## config.mk

```make
export PLATFORM = sky130hd
export DESIGN_NAME = store_narrow_rmw
export DESIGN_NICKNAME = d
export VERILOG_FILES = /design/src/rtl/store_narrow_rmw.sv
export SDC_FILE = /design/constraint.sdc
export NUM_CORES = 1
export LEC_CHECK = 0
export CORE_MARGIN = 5
export CORE_UTILIZATION = 40
export DETAILED_ROUTE_END_ITERATION = 12
export PLACE_DENSITY_LB_ADDON = 0.1
export SLEW_MARGIN = 10
export SYNTH_ARGS = -nofsm -noshare
export SYNTH_HDL_FRONTEND = slang
export SYNTH_SLANG_ARGS = --single-unit
```

## constraint.sdc

```tcl
create_clock -name clk -period 2.2 [get_ports clk]
set_clock_uncertainty 0.15 [all_clocks]
set_input_delay 0.44 -clock clk [delete_from_list [all_inputs] [get_ports clk]]
set_output_delay 0.44 -clock clk [all_outputs]
set_load 0.05 [all_outputs]
```

## src/rtl/store_narrow_rmw.sv

```systemverilog
// Store-path narrowing unit: merges sb/sh into a word via read-modify-write
// against a data RAM without byte enables; sw is written straight through.
module store_narrow_rmw #(
  parameter int unsigned TIMEOUT    = 255,
  parameter bit          BIG_ENDIAN = 1'b0
) (
  input  logic        clk,
  input  logic        rst_n,
  input  logic        req_valid,
  output logic        req_ready,
  input  logic [31:0] req_addr,
  input  logic [31:0] req_data,
  input  logic [1:0]  req_size,
  output logic [31:0] mem_addr,
  output logic        mem_re,
  input  logic        mem_rvalid,
  input  logic [31:0] mem_rdata,
  output logic        mem_we,
  output logic [31:0] mem_wdata,
  output logic        done,
  output logic        err
);

  localparam int unsigned CNT_W = (TIMEOUT > 1) ? $clog2(TIMEOUT + 1) : 1;

  typedef enum logic [2:0] {IDLE, READ, WRITE, DONE, ERR} state_t;

  state_t           state, state_d;
  logic [1:0]       lane_q, lane_d;
  logic [15:0]      data_q, data_d;
  logic             half_q, half_d;
  logic [CNT_W-1:0] cnt_q, cnt_d;
  logic [31:0]      mem_addr_d, mem_wdata_d;
  logic [31:0]      merged;
  logic [1:0]       pos;
  logic             bad_req;
  logic             timeout_hit;

  assign req_ready = (state == IDLE);

  assign bad_req = (req_size == 2'b11)
                 | ((req_size == 2'b01) & req_addr[0])
                 | ((req_size == 2'b10) & (|req_addr[1:0]));

  assign timeout_hit = (TIMEOUT != 0) &&
                       (({1'b0, cnt_q} + (CNT_W+1)'(1)) == (CNT_W+1)'(TIMEOUT));

  // Lane merge: big-endian mirrors the byte position within the word.
  always_comb begin
    merged = mem_rdata;
    pos    = BIG_ENDIAN ? ~lane_q : lane_q;
    if (half_q) begin
      if (lane_q[1] ^ BIG_ENDIAN) merged[31:16] = data_q;
      else                        merged[15:0]  = data_q;
    end else begin
      merged[{pos, 3'b000} +: 8] = data_q[7:0];
    end
  end

  // Next-state and next-output logic; outputs are registered from state_d.
  always_comb begin
    state_d     = state;
    lane_d      = lane_q;
    data_d      = data_q;
    half_d      = half_q;
    cnt_d       = cnt_q;
    mem_addr_d  = mem_addr;
    mem_wdata_d = mem_wdata;
    case (state)
      IDLE: begin
        if (req_valid) begin
          lane_d     = req_addr[1:0];
          data_d     = req_data[15:0];
          half_d     = (req_size == 2'b01);
          cnt_d      = '0;
          mem_addr_d = {req_addr[31:2], 2'b00};
          if (bad_req) begin
            state_d = ERR;
          end else if (req_size == 2'b10) begin
            state_d     = WRITE;
            mem_wdata_d = req_data;
          end else begin
            state_d = READ;
          end
        end
      end
      READ: begin
        // rvalid takes priority over a coincident timeout.
        if (mem_rvalid) begin
          state_d     = WRITE;
          mem_wdata_d = merged;
          cnt_d       = '0;
        end else if (timeout_hit) begin
          state_d = ERR;
          cnt_d   = '0;
        end else begin
          cnt_d = cnt_q + CNT_W'(1);
        end
      end
      WRITE:   state_d = DONE;
      DONE:    state_d = IDLE;
      ERR:     state_d = IDLE;
      default: state_d = IDLE;
    endcase
  end

  always_ff @(posedge clk or negedge rst_n) begin
    if (!rst_n) begin
      state     <= IDLE;
      lane_q    <= '0;
      data_q    <= '0;
      half_q    <= 1'b0;
      cnt_q     <= '0;
      mem_addr  <= '0;
      mem_wdata <= '0;
      mem_re    <= 1'b0;
      mem_we    <= 1'b0;
      done      <= 1'b0;
      err       <= 1'b0;
    end else begin
      state     <= state_d;
      lane_q    <= lane_d;
      data_q    <= data_d;
      half_q    <= half_d;
      cnt_q     <= cnt_d;
      mem_addr  <= mem_addr_d;
      mem_wdata <= mem_wdata_d;
      mem_re    <= (state_d == READ);
      mem_we    <= (state_d == WRITE);
      done      <= (state_d == DONE);
      err       <= (state_d == ERR);
    end
  end

endmodule

```

# After elaboration in Yosys (flattened, before gate mapping)
# Index checks and enable logic that the tools add are counted.
dict set report totals {
  reg_bits 96
  latchBits 0
  ram_bits 0
  mem_bits_ro 0
  in_bits 102
  out_inout_bits 69
  wordCells 59
  mem_count 0
}
dict set report op_classes {
  n_addsub 3
  multipliers 0
  div_mod_pow 0
  order_cmp 0
  n_eq_ne 14
  shift 2
  n_mux 19
  bitwise_logic 4
  reduce_logical 6
}
# op n
set op_table {}
lappend op_table {{2-to-1 mux 32 bit} 5}
lappend op_table {{case mux 32 bit (2 select lines)} 1}
lappend op_table {{bitwise mux 32 bit} 1}
lappend op_table {{2-to-1 mux 16 bit} 2}
lappend op_table {{variable shift 8 x 7 -> 32 bit, first input constant} 1}
lappend op_table {{variable part select 8 x 7 -> 32 bit} 1}
lappend op_table {{2-to-1 mux 8 bit} 3}
lappend op_table {{case mux 8 bit (2 select lines)} 1}
lappend op_table {{2-to-1 mux 3 bit} 4}
lappend op_table {{adder 8 x 1 -> 9 bit, second input constant} 1}
lappend op_table {{equality test 3 x 2 -> 1 bit, second input constant} 3}
lappend op_table {{equality test 9 x 8 -> 1 bit, second input constant} 1}
lappend op_table {{case mux 3 bit (3 select lines)} 1}
lappend op_table {{adder 8 x 1 -> 8 bit, second input constant} 1}
lappend op_table {{negation 5 -> 7 bit} 1}
lappend op_table {{equality test 3 x 1 -> 1 bit, second input constant} 2}
lappend op_table {{inequality test 2 bit, second input constant} 3}
lappend op_table {{AND reduction 5 bit} 1}
lappend op_table {{equality test 2 bit, second input constant} 2}
lappend op_table {{AND reduction 2 bit} 2}
lappend op_table {{equality test 3 bit, second input constant} 1}
lappend op_table {{zero test 3 bit} 1}
lappend op_table {{AND 1 bit} 2}
lappend op_table {{equality test 2 x 1 -> 1 bit, second input constant} 1}
lappend op_table {{5 further kinds} 6}

# Longest topological paths before layout
dict set report logic_depth {
  ltp_word 8
  ltp_mapped 10
  mapped_depth_nobuf 7
}

# Worst setup path after synthesis
# No wires, ideal clock.
dict set report synth_path {
  path_type {reg-to-reg}
  start {reg lane_q[1]}
  end {reg mem_wdata[31]}
  setup_ns 0.077
  arrival_ns 2.173
  required_time_ns 1.973
  slack_ns -0.200
  path_stages_with_launch 11
  n_path_buf 3
  period_less_slack_ns 2.400
  cell_sequence {dfrtp_1 -> buf_2 -> buf_2 -> inv_1 -> ha_1 -> nor4bb_1 -> buf_1 -> a221oi_1 -> a211oi_1 -> a21oi_1 -> a21oi_1}
}
dict set report synth_via {
  elab_chain_cells 6
  word_cells_on_any_way 8
  cone_classes {add/sub: 1; shift: 2; mux: 5}
}
# element line_no
set synth_lines {}
lappend synth_lines {{start: declaration} 29} ;# logic [1:0] lane_q, lane_d;
lappend synth_lines {{start signal: assignment} 122} ;# lane_q <= lane_d;
lappend synth_lines {{negation 5 -> 7 bit} 56} ;# merged[{pos, 3'b000} +: 8] = data_q[7:0];
lappend synth_lines {{variable part select 8 x 7 -> 32 bit or variable shift 8 x 7 -> 32 bit (tied branches)} 56}
lappend synth_lines {{bitwise mux 32 bit} 56}
lappend synth_lines {{2-to-1 mux 32 bit (*)} 52} ;# if (half_q) begin
lappend synth_lines {{2-to-1 mux 32 bit (*)} 89} ;# if (mem_rvalid) begin
lappend synth_lines {{case mux 32 bit (2 select lines) (*)} 69} ;# case (state)
lappend synth_lines {{end signal: assignment} 127} ;# mem_wdata <= mem_wdata_d;
lappend synth_lines {{end: declaration} 19} ;# output logic [31:0] mem_wdata,
# Every way passes the cells marked *; elsewhere a longest branch is shown, timed or not. The select of a mux whose other input is x is not followed.
# A chain may end at the register's enable or synchronous reset.

# Worst setup path after layout
dict set report layout_path {
  start {reg mem_wdata[15]}
  end {out mem_wdata[15]}
}
# No word-level cell between the ends.

==> impl_metrics.env <==
export IMPL_run_status="complete, no violations"
export IMPL_place_gp_congestion=0.884
export IMPL_yosysMostFrequentCell="nand2_1"
export IMPL_io_pins=171
export IMPL_max_cap_violations=0
export IMPL_dieArea_um2=14800
export IMPL_yosysTopAreaCellShare=0.480
export IMPL_synthSimpleGateAreaFrac=0.180
export IMPL_die_width_um=122
export IMPL_drive_gt1_frac=0.0964
export IMPL_numCtsBuffers=9
export IMPL_fin_util=0.604
export IMPL_cts_buffer_depth=2
export IMPL_powerDensity_nw_per_um2=1580
export IMPL_synth_area_per_cell_um2=8.98
export IMPL_synth_area_leader_cell="dfrtp_1"
export IMPL_relSlewSlack=0.613
export IMPL_clk_latency_ns=0.34
export IMPL_cts_sinks=96
export IMPL_drt_iter0_drc=329
export IMPL_power_leakage_nw=3.18
export IMPL_cts_tree="done"
export IMPL_synth_edf_count=0
export IMPL_final_nets=830
export IMPL_synth_compound_area_frac=0.203
export IMPL_vias_per_cell=5.22
export IMPL_synth_xor_area_frac=0.00701
export IMPL_vdd_ir_drop_max_mv=0.874
export IMPL_grt_max_degree=50
export IMPL_layout_setup_ws_ns=0.0680
export IMPL_synth_top_family_by_area="compound AO/OA/AOI/OAI gates"
export IMPL_maxSlewViolCount=0
export IMPL_min_path_type="reg -> reg"
export IMPL_cp_max_fo=2
export IMPL_cp_data_arrival_time_ns=1.54
export IMPL_finalSetupViolations=0
export IMPL_synth_cells=557
export IMPL_yosysWarnings=0
export IMPL_cts_root_buf="clkbuf_16"
export IMPL_placed_cell_area_um2=6930
export IMPL_wirelength_um=15300
export IMPL_fillers=1124
export IMPL_holdWs_ns=0.321
export IMPL_start_util=0.413
export IMPL_area_growth_pct=46.4
export IMPL_async_reset_ff_frac=1.00
export IMPL_synthTopCellsByCount="nand2_1 (150), dfrtp_1 (96), a21oi_1 (62)"
export IMPL_grt_overflow_total=0
export IMPL_synth_mux_area_frac=0.0640
export IMPL_vias=4676
export IMPL_clk_pin_slew_worst_paths_ns=0.06
export IMPL_synthFlopType="dfrtp_1"
export IMPL_core_area_um2=12100
export IMPL_start_kind="flop"
export IMPL_worstPathCellList="clkdlybuf4s50_1"
export IMPL_worst_pin_slew_ns=0.578
export IMPL_syn_area_um2=5000
export IMPL_seq_area_frac_synth=0.480
export IMPL_design_area_um2=7320
export IMPL_critical_path_slowest_cell="clkdlybuf4s50_1"
export IMPL_track_usage=0.212
export IMPL_antenna_left=0
export IMPL_synth_fa_ha_area_frac=0.0175
export IMPL_drc_errors=0
export IMPL_path_buf_inv=1
export IMPL_hold_violations=0
export IMPL_cp_top_family="buffers and inverters"
export IMPL_crit_required_ns=1.61
export IMPL_synth_area_top_cells="dfrtp_1 (48%), nand2_1 (11%), mux2i_1 (6.4%), a21oi_1 (6.2%), a221oi_1 (5.3%)"
export IMPL_min_period_ns=2.13
export IMPL_drt_pass1_iter_count=6
export IMPL_fin_crit_sh=0.969
export IMPL_synth_cell_types=46
export IMPL_die_h_um=122
export IMPL_setup_worst_path_class="reg -> out"
export IMPL_grt_pass1_wl_um=24900
export IMPL_rows=40
export IMPL_dpl_hpwl_um=11300
export IMPL_antenna_found_initial=1
export IMPL_wl_per_cell_um=17.1
export IMPL_htreeDepth=3
export IMPL_synth_seq_cells=96
export IMPL_clock_fmax_ghz=0.469
export IMPL_io_buffers=168
export IMPL_max_stage_delay_ns=0.84
export IMPL_grt_pass1_vias=4795
export IMPL_cp_end_kind="output port"
export IMPL_post_place_ws_ns=0.0178
path summary, 6_finish.rpt:
check                                      to  cells after the start           from  slack, ns
worst max register to register   mem_wdata[2]                      8      lane_q[1]       0.11
worst min-delay path             mem_addr[29]                      2   mem_addr[29]       0.32
worst max-delay path            mem_wdata[15]                      1  mem_wdata[15]       0.07
min in group asynchronous            cnt_q[6]                      2          rst_n       0.51
max in group asynchronous            cnt_q[1]                      3          rst_n       0.70
worst min register to register   mem_addr[29]                      2   mem_addr[29]       0.32
cell families after synthesis:
family	after synthesis
flops	96
xor+xnor	4
fa+ha+maj	7
other cells	1
compound gates	150
buf+inv	54
simple gates	213
mux	32
worst min-delay path, delay by kind of cell, from the launching register on:
kind / cells / cell delay [ns]
flip-flops: 1 / 0.34
AND/OR/NAND/NOR: 2 / 0.10
per-layer routing:
metal	up-vias	part of all wire	track usage
met5	-	0.00046	0
met4	2	0.024	0.0840
met3	27	0.098	0.0734
met2	180	0.43	0.317
met1	2174	0.45	0.283
li1	2293	-	-
metrics by stage:
step,power [mW],TNS (ns),cells
finish,11.5,0,895
global route,12.3,-0.105,894
CTS,11.5,0,893
detailed placement,9.80,0,876
global placement,9.70,0,876
floorplan,7.53,0,558
state kept, by name, summed over array words and instances, names as in the netlist:
| signal | count |
|---|---|
| err | 1 |
| mem_we | 1 |
| mem_re | 1 |
| mem_addr | 30 |
| cnt_q | 8 |
| lane_q | 2 |
| mem_wdata | 32 |
| done | 1 |
| state | 3 |
| half_q | 1 |
| data_q | 16 |
final cells by class:
class,count,area [um^2],area share
sequential,96,2410,0.329
inverter,12,45.0,0.00615
timing repair buffer,194,1920,0.262
clock buffer,11,253,0.0345
multi-input combinational,408,2430,0.332
tap,168,210,0.0287
clock inverter,5,53.8,0.00735
antenna,1,2.50,0.000342
placed cells by master (no fill, tap or decap), types with 3 or more instances in the layout:
| master | instances |
|---|---|
| nand2_1 | 150 |
| a221oi_1 | 30 |
| a211oi_1 | 28 |
| buf_4 | 27 |
| nand3_1 | 3 |
| mux2i_1 | 32 |
| a211o_1 | 3 |
| nand2b_1 | 3 |
| dfrtp_2 | 3 |
| a21oi_1 | 62 |
| buf_12 | 4 |
| nor2_1 | 35 |
| ha_1 | 4 |
| inv_1 | 10 |
| clkinv_2 | 3 |
| o21ai_0 | 11 |
| dfrtp_1 | 93 |
| nand3b_1 | 3 |
| clkbuf_16 | 9 |
| clkdlybuf4s50_1 | 161 |
repair_timing:
action,4_1_cts,5_1_grt
endpoints found under the hold margin,31,0
endpoints found under the setup margin,2,32
hold buffers,1,0
resized for setup,1,14
setup buffers,0,1
pin swaps,0,8
power by group:
| group | total, mW | switching, mW | internal (mW) |
|---|---|---|---|
| clock | 1.63 | 0.686 | 0.942 |
| sequential | 3.20 | 0.655 | 2.55 |
| combinational | 6.71 | 4.29 | 2.43 |
| total | 11.5 | 5.63 | 5.92 |
No activity file was read; power rests on OpenSTA's default activity.
